===== src/rtl/mem_access_unit.sv =====
// Byte-serial load/store unit: splits a byte/half/word access into sequential
// single-byte memory transfers and returns an extended load result.
module mem_access_unit #(
    parameter int ADDR_WIDTH = 32
) (
    input  logic                  clock,
    input  logic                  reset,
    input  logic                  req_valid,
    output logic                  req_ready,
    input  logic [ADDR_WIDTH-1:0] req_addr,
    input  logic [31:0]           req_wdata,
    input  logic                  req_mem_wEn,
    input  logic [1:0]            req_size,
    input  logic                  req_sign,
    output logic                  resp_valid,
    output logic [31:0]           resp_rdata,
    output logic                  resp_err,
    output logic                  mem_req,
    output logic                  mem_we,
    output logic [ADDR_WIDTH-1:0] mem_addr,
    output logic [7:0]            mem_wdata,
    input  logic [7:0]            mem_rdata,
    input  logic                  mem_ack,
    output logic                  busy
);

    typedef enum logic [1:0] {IDLE, ACCESS, DONE} state_t;

    state_t                state_q, state_d;
    logic [1:0]            k_q, k_d;
    logic [ADDR_WIDTH-1:0] base_q, base_d;
    logic [31:0]           wdata_q, wdata_d;
    logic                  wen_q, wen_d;      // 1 = load, 0 = store
    logic [1:0]            size_q, size_d;
    logic                  sign_q, sign_d;
    logic                  err_q, err_d;
    logic [31:0]           rdata_q, rdata_d;  // raw little-endian load bytes
    logic [1:0]            last_k;
    logic [31:0]           ext_rdata;

    // index of the final byte for the captured size
    always_comb begin
        case (size_q)
            2'b00:   last_k = 2'd0;
            2'b01:   last_k = 2'd1;
            default: last_k = 2'd3;
        endcase
    end

    // sign/zero extension of the assembled load bytes; stores leave rdata_q at 0
    always_comb begin
        case (size_q)
            2'b00:   ext_rdata = {{24{sign_q & rdata_q[7]}}, rdata_q[7:0]};
            2'b01:   ext_rdata = {{16{sign_q & rdata_q[15]}}, rdata_q[15:0]};
            default: ext_rdata = rdata_q;
        endcase
    end

    // next-state and output decode; memory-side outputs are zero outside ACCESS
    always_comb begin
        state_d    = state_q;
        k_d        = k_q;
        base_d     = base_q;
        wdata_d    = wdata_q;
        wen_d      = wen_q;
        size_d     = size_q;
        sign_d     = sign_q;
        err_d      = err_q;
        rdata_d    = rdata_q;
        req_ready  = 1'b0;
        resp_valid = 1'b0;
        resp_err   = 1'b0;
        resp_rdata = '0;
        mem_req    = 1'b0;
        mem_we     = 1'b0;
        mem_addr   = '0;
        mem_wdata  = '0;
        busy       = (state_q != IDLE);
        case (state_q)
            IDLE: begin
                req_ready = 1'b1;
                if (req_valid) begin
                    base_d  = req_addr;
                    wdata_d = req_wdata;
                    wen_d   = req_mem_wEn;
                    size_d  = req_size;
                    sign_d  = req_sign;
                    k_d     = 2'd0;
                    rdata_d = '0;
                    err_d   = (req_size == 2'b11);
                    state_d = (req_size == 2'b11) ? DONE : ACCESS;
                end
            end
            ACCESS: begin
                mem_req   = 1'b1;
                mem_addr  = base_q + ADDR_WIDTH'(k_q);
                mem_we    = ~wen_q;
                mem_wdata = wdata_q[{k_q, 3'b000} +: 8];
                if (mem_ack) begin
                    if (wen_q) rdata_d[{k_q, 3'b000} +: 8] = mem_rdata;
                    if (k_q == last_k) state_d = DONE;
                    else               k_d     = k_q + 2'd1;
                end
            end
            DONE: begin
                resp_valid = 1'b1;
                resp_err   = err_q;
                resp_rdata = ext_rdata;
                state_d    = IDLE;
            end
            default: state_d = IDLE;
        endcase
    end

    // state and captured-request registers
    always_ff @(posedge clock or negedge reset) begin
        if (!reset) begin
            state_q <= IDLE;
            k_q     <= '0;
            base_q  <= '0;
            wdata_q <= '0;
            wen_q   <= 1'b0;
            size_q  <= '0;
            sign_q  <= 1'b0;
            err_q   <= 1'b0;
            rdata_q <= '0;
        end else begin
            state_q <= state_d;
            k_q     <= k_d;
            base_q  <= base_d;
            wdata_q <= wdata_d;
            wen_q   <= wen_d;
            size_q  <= size_d;
            sign_q  <= sign_d;
            err_q   <= err_d;
            rdata_q <= rdata_d;
        end
    end

endmodule

===== config.mk =====
export PLATFORM = sky130hd
export DESIGN_NAME = mem_access_unit
export DESIGN_NICKNAME = d
export VERILOG_FILES = /design/src/rtl/mem_access_unit.sv
export SDC_FILE = /design/constraint.sdc
export NUM_CORES = 1
export LEC_CHECK = 0
export ABC_AREA = 1
export CORE_MARGIN = 2
export CORE_UTILIZATION = 58
export DETAILED_ROUTE_END_ITERATION = 7
export DONT_BUFFER_PORTS = 1
export PLACE_DENSITY = 0.74
export SLEW_MARGIN = 20
export SYNTH_ARGS = -nofsm -noshare
export SYNTH_HDL_FRONTEND = slang
export SYNTH_SLANG_ARGS = --single-unit

===== constraint.sdc =====
create_clock -name clock -period 5.3 [get_ports clock]
set_input_delay 1.59 -clock clock [delete_from_list [all_inputs] [get_ports clock]]
set_output_delay 1.59 -clock clock [all_outputs]
set_load 0.005 [all_outputs]

After elaboration in Yosys (flattened, before gate mapping)

Index checks and enable logic that the tools add are counted.

Reductions and logical operators: 8
Eq/ne operators: 10
Add/sub/neg operators: 3
Shift-type cells: 3
Muxes and demuxes: 24
Bitwise logic cells: 3

Operators by type and width:

| cell                     | number |
|---|---|
| $mux W32                 | 5 |
| $pmux W32 S2             | 2 |
| $add A32 B2 Y32          | 1 |
| $bwmux W32               | 1 |
| $shift A8 B7 Y32 const A | 1 |
| $shiftx A32 B6 Y8        | 1 |
| $shiftx A8 B7 Y32        | 1 |
| $mux W2                  | 7 |
| $pmux W2 S2              | 3 |
| $ne A2 B2 Y1 const B     | 5 |
| $mux W8                  | 1 |
| $reduce_and A4 Y1        | 2 |
| $neg A5 Y7               | 1 |
| $mux W1                  | 5 |
| $eq A2 B1 Y1 const B     | 2 |
| $eq A2 B2 Y1 const B     | 2 |
| $logic_not A2 Y1         | 2 |
| $reduce_bool A2 Y1       | 2 |
| $reduce_and A3 Y1        | 1 |
| $add A2 B1 Y2 const B    | 1 |
| $and A1 B1 Y1            | 2 |
| $eq A2 B2 Y1             | 1 |
| $reduce_and A2 Y1        | 1 |
| $not A1 Y1               | 1 |

Output and inout bits: 78
Register bits after elaboration: 105

Longest topological paths before layout

Gate-level depths: netlist of the first run.

Depth in word-level cells: 6
Mapped depth: 10
Depth with buffers taken out: 10

Worst setup path after synthesis of the first run

Ideal clock, no wire load.

Kind: flip-flop to output port
Start: reg k_q[0]
End: out mem_addr[26]
Stages on the path, launching flop included: 11
Slack: 1.964 ns
Arrival time: 1.746 ns
Path through: dfrtp_1 ha_1 fa_1 nand2_1 nor2_1 nand2_1 nor2_1 nand2_1 nand2_1 nand2_1 nor2_1

Word-level cells in the longest chain between the ends: 2

RTL lines:

| element                | RTL line | RTL |
|---|---|---|
| from (decl)            | 30       | `logic [1:0] k_q, k_d;` |
| from (signal assigned) | 129      | `k_q <= k_d;` |
| $add A32 B2 Y32        | 96       | `mem_addr = base_q + ADDR_WIDTH'(k_q);` |
| $mux W32               | 79       | `case (state_q)` |
| to (decl)              | 20       | `output logic [ADDR_WIDTH-1:0] mem_addr,` |

No other way between the ends.

Worst setup path in the final report of the first run

Start: reg k_q[1]
End: out mem_addr[22]

Same word-level chain as after synthesis.

==> impl_metrics.env, run 1 <==
export IMPL_status="completed"
export IMPL_vias=5375
export IMPL_drv_slew=0
export IMPL_syn_to_final_growth_pct=3.755
export IMPL_peakVddDrop_uv=243.3
export IMPL_ioPinCount=158
export IMPL_p_per_area_nw_per_um2=531.5
export IMPL_worst_path_most_repeated_cell="nand2_1"
export IMPL_post_cts_buffers=0
export IMPL_syn_inst=879
export IMPL_cts_tree="done"
export IMPL_clkSinkCount=105
export IMPL_die_w_um=106.5
export IMPL_fin_tns_setup_ns=0
export IMPL_required_ns=3.71
export IMPL_drc=0
export IMPL_grtUsageTotal_pct=27.55
export IMPL_fin_crit_sh_pct=77.61
export IMPL_fmax_mhz=243.1
export IMPL_synth_area_um2=6097
export IMPL_setup_viol=0
export IMPL_drt_total_wl_mm=15.11
export IMPL_first_pass_iters=5
export IMPL_endpoint_kind="output port"
export IMPL_setup_ws_ns=1.187
export IMPL_grt_pass1_wl_mm=24.65
export IMPL_cts_resized=0
export IMPL_p_leak_nw=2.944
export IMPL_hold_buffers=0
export IMPL_clockBufferDepth=2
export IMPL_crit_path_top_delay_cell="dfrtp_1"
export IMPL_rsz0062_at_grt="false"
export IMPL_fin_worst_skew_ns=0.01012
export IMPL_maxCapViolCount=0
export IMPL_start_kind="register"
export IMPL_path_max_fanout=15
export IMPL_tightest_slew_ns=0.9924
export IMPL_yosysWarningCount=0
export IMPL_nets=947
export IMPL_synthFlopType="dfrtp_1"
export IMPL_grt_pass1_vias=5070
export IMPL_root_buffer="clkbuf_8"
export IMPL_synth_edf_count=0
export IMPL_rows=37
export IMPL_crit_type="reg2out"
export IMPL_syn_nets=966
export IMPL_preCtsSetupSlack_ns=1.599
export IMPL_design_core_area_um2=10280
export IMPL_hold_slack_ns=0.4788
export IMPL_ys_ff_latch=105
export IMPL_drt_initial_drc_count=377
export IMPL_hold_violations=0
export IMPL_grt_max_degree=106
export IMPL_path_delay_family="simple AND/OR/NAND/NOR gates"
export IMPL_hp_class="reg2reg"
export IMPL_numCtsBuffers=9
export IMPL_crit_chain="fa_1 -> nand2_1 -> nor2_1 -> nand2_1 -> nor2_1 -> nand2_1 -> nand2_1 -> nand2_1 -> nor2_1"
export IMPL_clkLatencyLatePin_ns=0.38
export IMPL_period_needed_ns=4.113
export IMPL_antenna_found_initial=0
export IMPL_port_buffers=0
export IMPL_dp_hpwl_mm=11.03
export IMPL_gp_congestion=0.9318
export IMPL_synth_cell_types=31
export IMPL_start_util_pct=59.33
export IMPL_path_clk_slew_ns=0.10
export IMPL_final_util_pct=61.55
export IMPL_path_buf_inv=0
export IMPL_dieArea_um2=11350
export IMPL_gr_total_overflow=0
export IMPL_htree_levels=3
export IMPL_cp_slowest_stage_delay_ns=0.69
export IMPL_antenna_cells=0
export IMPL_drive_gt1_share_pct=7.283
export IMPL_yosysSeqAreaShare_pct=43.09
export IMPL_maxSlewHeadroom_pct=33.77
export IMPL_vias_per_cell=5.370
export IMPL_worstPathArrival_ns=2.52
export IMPL_wire_per_inst_um=15.10
export IMPL_die_h_um=106.5
export IMPL_ant_nets=0
export IMPL_syn_avg_cell_area_um2=6.936
export IMPL_async_flop_share_pct=100.0
worst paths after layout:
kind                              from           end  slack [ns]  cells after the start
min                        wdata_q[13]   wdata_q[13]        0.48                      2
max                             k_q[1]  mem_addr[22]        1.19                      9
min reg2reg                wdata_q[13]   wdata_q[13]        0.48                      2
min in group asynchronous        reset    rdata_q[6]        0.89                      0
max in group asynchronous        reset    wdata_q[9]        4.26                      0
max reg2reg                     k_q[0]    rdata_q[1]        2.28                      7
cells by family (layout without fill, tap and decap cells):
family,after synthesis,count (layout),share of synthesized area [%]
simple gates,531,531,35.48
compound gates,120,120,11.49
buf+inv,110,96,7.511
flops,105,105,43.09
fa+ha+maj,7,7,1.560
xor+xnor,6,6,0.8619
through the flow:
stage / cell area (um2) / total power [W] / std cells
2_1_floorplan: 6097 / 0.002543 / 879
3_3_place_gp: 6121 / 0.002800 / 985
3_5_place_dp: 6121 / 0.002848 / 985
4_1_cts: 6326 / 0.003377 / 1001
5_1_grt: 6326 / 0.003668 / 1001
6_report: 6326 / 0.003362 / 1001
power breakdown:
group          leakage [nW]  total, W  internal (W)  switching, W
logic                  1.49   0.00146      0.000424       0.00104
registers              1.35   0.00137       0.00110      0.000278
clock network         0.105  0.000529      0.000236      0.000292
worst register-to-register path: stages (launching register included):
cell and delay (ns):
dfrtp_1 0.39, buf_4 0.23, inv_1 0.59, ha_1 0.27
clkinv_1 0.39, nor4_2 0.76, nand2_1 0.14, o21ai_2 0.17
layout make-up:
cell class	count	area [um2]
clock inverters	5	63.81
well taps	136	170.2
inverters	77	289.0
multi-input cells	664	3012
flip-flops and latches	105	2628
fillers	1031	3951
clock buffers	11	141.4
repair buffers	3	22.52
cells in the final DEF (no fill, tap or decap), types with 4 or more instances in the layout:
| cell type | n |
|---|---|
| o21ai_0 | 43 |
| o21ai_2 | 26 |
| nor3_1 | 5 |
| nand2_2 | 4 |
| nand3_1 | 29 |
| nand2_1 | 354 |
| o21ai_1 | 6 |
| nand3_4 | 4 |
| dfrtp_1 | 105 |
| inv_1 | 72 |
| xnor2_1 | 4 |
| nor2_1 | 124 |
| ha_1 | 6 |
| a21oi_1 | 44 |
| clkbuf_8 | 10 |
state kept, by name, indices dropped and copies added (netlist names):
name and cells:
base_q 32, rdata_q 32, wdata_q 32, k_q 2
size_q 2, state_q 2, err_q 1, sign_q 1
wen_q 1
Yosys cell counts (4+ instances only):
| library cell | number | area share (%) |
|---|---|---|
| buf_6 | 4 | 0.74 |
| a21oi_1 | 44 | 3.6 |
| dfrtp_1 | 105 | 43 |
| buf_2 | 9 | 0.74 |
| nor2_1 | 124 | 7.6 |
| nand2_1 | 354 | 22 |
| nor3_1 | 5 | 0.41 |
| nand3_1 | 29 | 2.4 |
| o21ai_2 | 26 | 3.7 |
| clkbuf_1 | 17 | 1.0 |
| nand3_4 | 4 | 1.1 |
| o21ai_1 | 6 | 0.49 |
| nand2_2 | 4 | 0.41 |
| xnor2_1 | 4 | 0.57 |
| ha_1 | 6 | 1.2 |
| o21ai_0 | 43 | 3.5 |
| inv_1 | 72 | 4.4 |
per-layer routing:
layer | track usage [%] | wire (um)
met5 | 0 | 0
met4 | 11.04 | 392
met3 | 5.641 | 992
met2 | 44.64 | 7051
met1 | 36.35 | 6678
(Power assumes the default switching activity.)
==> inputs of run 2 (changes only) <==
==> constraint.sdc (replaced) <==
create_clock -name clock -period 3.95 [get_ports clock]
set_input_delay 1.185 -clock clock [delete_from_list [all_inputs] [get_ports clock]]
set_output_delay 1.185 -clock clock [all_outputs]
set_load 0.005 [all_outputs]
==> impl_metrics.env, run 2 (synthesis results as in run 1) <==
export IMPL_clockBufferDepth=2
export IMPL_htree_levels=3
export IMPL_die_h_um=106.5
export IMPL_fin_tns_setup_ns=0
export IMPL_numCtsBuffers=9
export IMPL_gp_congestion=0.9137
export IMPL_cts_resized=0
export IMPL_power_frac_comb_pct=44.3
export IMPL_fmax_mhz=287.2
export IMPL_min_from="wdata_q[13]"
export IMPL_worstSetupStartpoint="size_q[1]"
export IMPL_path_buf_inv=0
export IMPL_crit_type="reg2out"
export IMPL_intPower_w=0.002350
export IMPL_ant_nets=0
export IMPL_rsz0062_at_grt="false"
export IMPL_vias=5325
export IMPL_status="completed"
export IMPL_tightest_slew_ns=0.8484
export IMPL_period_needed_ns=3.481
export IMPL_path_max_fanout=20
export IMPL_dp_hpwl_mm=11.09
export IMPL_syn_to_final_growth_pct=3.714
export IMPL_vias_per_cell=5.309
export IMPL_grt_pass1_wl_mm=24.61
export IMPL_clkLatencyLatePin_ns=0.36
export IMPL_fin_crit_sh_pct=88.14
export IMPL_fin_worst_skew_ns=0.009479
export IMPL_wl_met3_mm=1.116
export IMPL_antenna_found_initial=0
export IMPL_grt_pass1_vias=4947
export IMPL_endpoint_kind="output port"
export IMPL_hold_slack_ns=0.4758
export IMPL_hold_violations=0
export IMPL_crit_path_top_delay_cell="dfrtp_1"
export IMPL_final_cell_mix="nand2_1 (354), nor2_1 (124), dfrtp_1 (105)"
export IMPL_peakVddDrop_uv=386.9
export IMPL_drt_total_wl_mm=15.14
export IMPL_p_switching_w=0.002150
export IMPL_antenna_cells=0
export IMPL_drive_gt1_share_pct=7.266
export IMPL_cts_tree="done"
export IMPL_final_util_pct=61.53
export IMPL_rows=37
export IMPL_p_per_area_nw_per_um2=711.7
export IMPL_seqPwrFrac_pct=40.7
export IMPL_crit_chain="nor2_1 -> nand3_2 -> nand3b_1 -> nand2_1 -> a21oi_1"
export IMPL_start_kind="register"
export IMPL_path_delay_family="simple AND/OR/NAND/NOR gates"
export IMPL_port_buffers=0
export IMPL_grt_max_degree=106
export IMPL_maxCapViolCount=0
export IMPL_first_pass_iters=5
export IMPL_drc=0
export IMPL_start_util_pct=59.33
export IMPL_drt_initial_drc_count=392
export IMPL_fillers=1003
export IMPL_clkSinkCount=105
export IMPL_post_cts_buffers=0
export IMPL_top_layer="met4"
export IMPL_design_core_area_um2=10280
export IMPL_hold_buffers=0
export IMPL_r2r_start="k_q[0]"
export IMPL_clkPwrFrac_pct=15.0
export IMPL_drv_slew=0
export IMPL_setup_viol=0
export IMPL_switching_share_pct=47.78
export IMPL_required_ns=2.76
export IMPL_p_leak_nw=2.944
export IMPL_ioPinCount=158
export IMPL_gr_total_overflow=0
export IMPL_cp_slowest_stage_delay_ns=0.63
export IMPL_die_w_um=106.5
export IMPL_root_buffer="clkbuf_8"
export IMPL_hp_class="reg2reg"
export IMPL_worstPathArrival_ns=2.30
export IMPL_reg_largest_list="base_q: 32 flops, rdata_q: 32 flops, wdata_q: 32 flops"
export IMPL_final_common_cell="nand2_1"
export IMPL_path_clk_slew_ns=0.10
export IMPL_route_met2_wl_mm=7.118
export IMPL_grtUsageTotal_pct=27.55
export IMPL_maxSlewHeadroom_pct=43.38
export IMPL_wl_met1_mm=6.623
export IMPL_nets=949
export IMPL_dieArea_um2=11350
export IMPL_wire_per_inst_um=15.09
## run 2: cell types whose count changed in the layout (fill, tap and decap cells not counted)
cell | before | now
inv_6 | 0 | 1
inv_8 | 1 | 0
buf_4 | 3 | 5
clkbuf_1 | 1 | 3
clkinv_4 | 2 | 1
clkbuf_8 | 10 | 9
## run 2: area by class of cell
class | count | area, um2 | share of cell area [%]
Clock buffer | 12 | 135.1 | 2.137
Tap cell | 136 | 170.2 | 2.691
Timing Repair Buffer | 5 | 37.54 | 0.5936
Multi-Input combinational cell | 664 | 3012 | 47.63
Inverter | 77 | 289.0 | 4.571
Sequential cell | 105 | 2628 | 41.55
Clock inverter | 4 | 52.55 | 0.8310
## run 2: layer usage
metal | track usage (%) | vias to the layer above
met4 | 8.720 | 0
met2 | 43.86 | 187
met1 | 37.05 | 2434
met3 | 7.235 | 19
met5 | 0 | -
li1 | - | 2685
## run 2: worst reg2reg max path, delay by kind of cell, from the launching register on
family	cells	cell delay, ns
simple gates	2	0.94
fa+ha+maj	1	0.27
buf+inv	3	1.21
compound gates	1	0.16
flops	1	0.40
## run 2: worst paths after layout
check | to | slack [ns] | cells past startpoint
worst max-delay path | resp_rdata[31] | 0.47 | 5
worst min-delay path | wdata_q[13] | 0.48 | 2
worst max register to register | rdata_q[7] | 0.92 | 7
worst min register to register | wdata_q[13] | 0.48 | 2
max in group asynchronous | rdata_q[30] | 3.26 | 0
min in group asynchronous | rdata_q[6] | 0.50 | 0
## run 2: power groups by stage
stage,Clock (W),Sequential [W],Combinational [W]
floorplan,0,0.00172,0.00169
global placement,0,0.00182,0.00195
detailed placement,0,0.00184,0.00200
CTS,0.000685,0.00183,0.00201
global route,0.000733,0.00188,0.00230
finish,0.000677,0.00183,0.00199
## run 2: through the flow
| step | std cells | setup WS (ns) | cell area (um2) | power, W |
|---|---|---|---|---|
| 2_1_floorplan | 879 | 1.019 | 6097 | 0.003412 |
| 3_3_place_gp | 987 | 0.9285 | 6136 | 0.003770 |
| 3_5_place_dp | 987 | 0.8873 | 6136 | 0.003838 |
| 4_1_cts | 1003 | 0.4571 | 6324 | 0.004517 |
| 5_1_grt | 1003 | 0.2155 | 6324 | 0.004915 |
| 6_report | 1003 | 0.4686 | 6324 | 0.004500 |
==> inputs of run 3 (changes only) <==
--- a/config.mk
+++ b/config.mk
@@ -11,6 +11,8 @@
 export DETAILED_ROUTE_END_ITERATION = 7
 export DONT_BUFFER_PORTS = 1
 export PLACE_DENSITY = 0.74
+export RECOVER_POWER = 100
+export SETUP_SLACK_MARGIN = 0.05
 export SLEW_MARGIN = 20
 export SYNTH_ARGS = -nofsm -noshare
 export SYNTH_HDL_FRONTEND = slang
==> impl_metrics.env, run 3 (synthesis results as in run 1) <==
export IMPL_status="finished, violations left"
export IMPL_violations="capacitance limit"
export IMPL_antenna_found_initial=0
export IMPL_ant_nets=0
export IMPL_rsz0062_at_grt="false"
export IMPL_crit_path_top_delay_cell="clkbuf_1"
export IMPL_multi_input_area_um2=2890
export IMPL_hp_class="reg2reg"
export IMPL_grt_pass1_vias=4947
export IMPL_preCtsSetupSlack_ns=0.8873
export IMPL_grt_max_degree=106
export IMPL_root_buffer="clkbuf_8"
export IMPL_numCtsBuffers=9
export IMPL_r2r_start="k_q[0]"
export IMPL_htree_levels=3
export IMPL_dp_hpwl_mm=11.09
export IMPL_register_area_um2=2628
export IMPL_drv_slew=0
export IMPL_crit_chain="inv_1 -> nand2_1 -> clkbuf_1 -> nor3_1"
export IMPL_clkLatencyLatePin_ns=0.36
export IMPL_drt_initial_drc_count=367
export IMPL_wire_per_inst_um=15.15
export IMPL_start_kind="register"
export IMPL_r2r_end="rdata_q[6]"
export IMPL_drc=0
export IMPL_syn_to_final_growth_pct=1.621
export IMPL_antenna_cells=0
export IMPL_grt_pass1_wl_mm=24.61
export IMPL_setup_viol=0
export IMPL_grtUsageTotal_pct=27.55
export IMPL_whs_path_depth=2
export IMPL_crit_type="reg2out"
export IMPL_cp_slowest_stage_delay_ns=0.99
export IMPL_tightest_slew_ns=1.474
export IMPL_cts_resized=0
export IMPL_vias=5341
export IMPL_nets=949
export IMPL_intPower_w=0.002329
export IMPL_setup_ws_ns=0.4648
export IMPL_hold_buffers=0
export IMPL_final_common_cell="nand2_1"
export IMPL_port_buffers=0
export IMPL_period_needed_ns=3.485
export IMPL_post_cts_buffers=0
export IMPL_fillers=1039
export IMPL_worstPathArrival_ns=2.30
export IMPL_drive_gt1_share_pct=3.345
export IMPL_p_switching_w=0.002077
export IMPL_path_clk_slew_ns=0.10
export IMPL_vias_per_cell=5.325
export IMPL_dieArea_um2=11350
export IMPL_path_max_fanout=27
export IMPL_gr_total_overflow=0
export IMPL_design_core_area_um2=10280
export IMPL_peakVddDrop_uv=388.0
export IMPL_path_buf_inv=2
export IMPL_path_delay_family="buffers and inverters"
export IMPL_maxCapViolCount=1
export IMPL_die_h_um=106.5
export IMPL_die_w_um=106.5
export IMPL_reg_largest_list="base_q: 32 flops, rdata_q: 32 flops, wdata_q: 32 flops"
export IMPL_fin_worst_skew_ns=0.006979
export IMPL_p_per_area_nw_per_um2=711.1
export IMPL_hold_violations=0
export IMPL_hold_end="wdata_q[13]"
export IMPL_ioPinCount=158
export IMPL_clkPwrFrac_pct=15.3
export IMPL_hold_slack_ns=0.4763
export IMPL_rows=37
export IMPL_endpoint_kind="output port"
export IMPL_maxSlewHeadroom_pct=1.627
export IMPL_min_from="wdata_q[13]"
export IMPL_final_util_pct=60.29
export IMPL_fin_crit_sh_pct=88.23
export IMPL_start_util_pct=59.33
export IMPL_clkSinkCount=105
export IMPL_required_ns=2.76
export IMPL_cts_tree="done"
export IMPL_p_leak_nw=2.892
export IMPL_switching_share_pct=47.14
export IMPL_seqPwrFrac_pct=41.5
export IMPL_reg2reg_slack_ns=0.54
export IMPL_rr_worst_depth=7
export IMPL_final_cell_mix="nand2_1 (356), nor2_1 (125), dfrtp_1 (105)"
export IMPL_power_frac_comb_pct=43.2
export IMPL_fmax_mhz=286.9
export IMPL_first_pass_iters=7
export IMPL_drt_total_wl_mm=15.19
export IMPL_clockBufferDepth=2
export IMPL_fin_tns_setup_ns=0
export IMPL_gp_congestion=0.9137
==> run 3: cell types whose count changed in the layout (fill, tap and decap cells not counted), moves of 2 or more <==
| cell | change |
|---|---|
| o21ai_2 | -25 |
| inv_1 | +2 |
| o21ai_1 | -5 |
| buf_4 | -2 |
| o21ai_0 | +30 |
| nand2_2 | -2 |
| nand2_1 | +2 |
| inv_2 | -2 |
==> run 3: how the worst max path moves through the flow <==
stage / start / to / depth (start not counted) / slack, ns
after floorplan: k_q[0] / mem_addr[26] / 10 / 1.02
after global placement: k_q[0] / mem_addr[16] / 9 / 0.93
after CTS: k_q[0] / mem_addr[16] / 9 / 0.46
after detailed placement: size_q[1] / resp_rdata[31] / 5 / 0.89
after global routing: k_q[0] / rdata_q[0] / 7 / 0.16
final: state_q[1] / mem_addr[6] / 4 / 0.46
==> run 3: layout make-up <==
type,count,area share [%]
clock buffer,12,2.181
clock inverter,4,0.8481
inverter,77,4.665
multi-input combinational,664,46.65
sequential,105,42.41
tap,136,2.746
timing repair buffer,5,0.5048
==> run 3: layer usage <==
layer  up-vias  global-route usage, %  part of all wire, %
li1       2683                      -                    -
met1      2458                  37.05                   44
met2       182                  43.86                   47
met3        18                  7.235                  7.6
met4         0                  8.720                  1.9
met5         -                      0                    0
==> run 3: power by group through the flow <==
| stage | logic [W] | registers, W | clock network, W |
|---|---|---|---|
| floorplan | 0.00169 | 0.00172 | 0 |
| global placement | 0.00195 | 0.00182 | 0 |
| detailed placement | 0.00200 | 0.00184 | 0 |
| CTS | 0.00201 | 0.00183 | 0.000685 |
| global route | 0.00220 | 0.00188 | 0.000733 |
| finish | 0.00190 | 0.00183 | 0.000674 |
==> run 3: tightest hold or removal path, stage by stage, from the launching register on <==
cell     delay (ns)
dfrtp_1        0.35
nand2_1        0.05
nand2_1        0.05
==> run 3: metrics by stage <==
stage / power, W / instances / area (um2)
after floorplan: 0.003412 / 879 / 6097
after global placement: 0.003770 / 987 / 6136
after detailed placement: 0.003838 / 987 / 6136
after CTS: 0.004517 / 1003 / 6324
after global routing: 0.004818 / 1003 / 6196
final: 0.004406 / 1003 / 6196
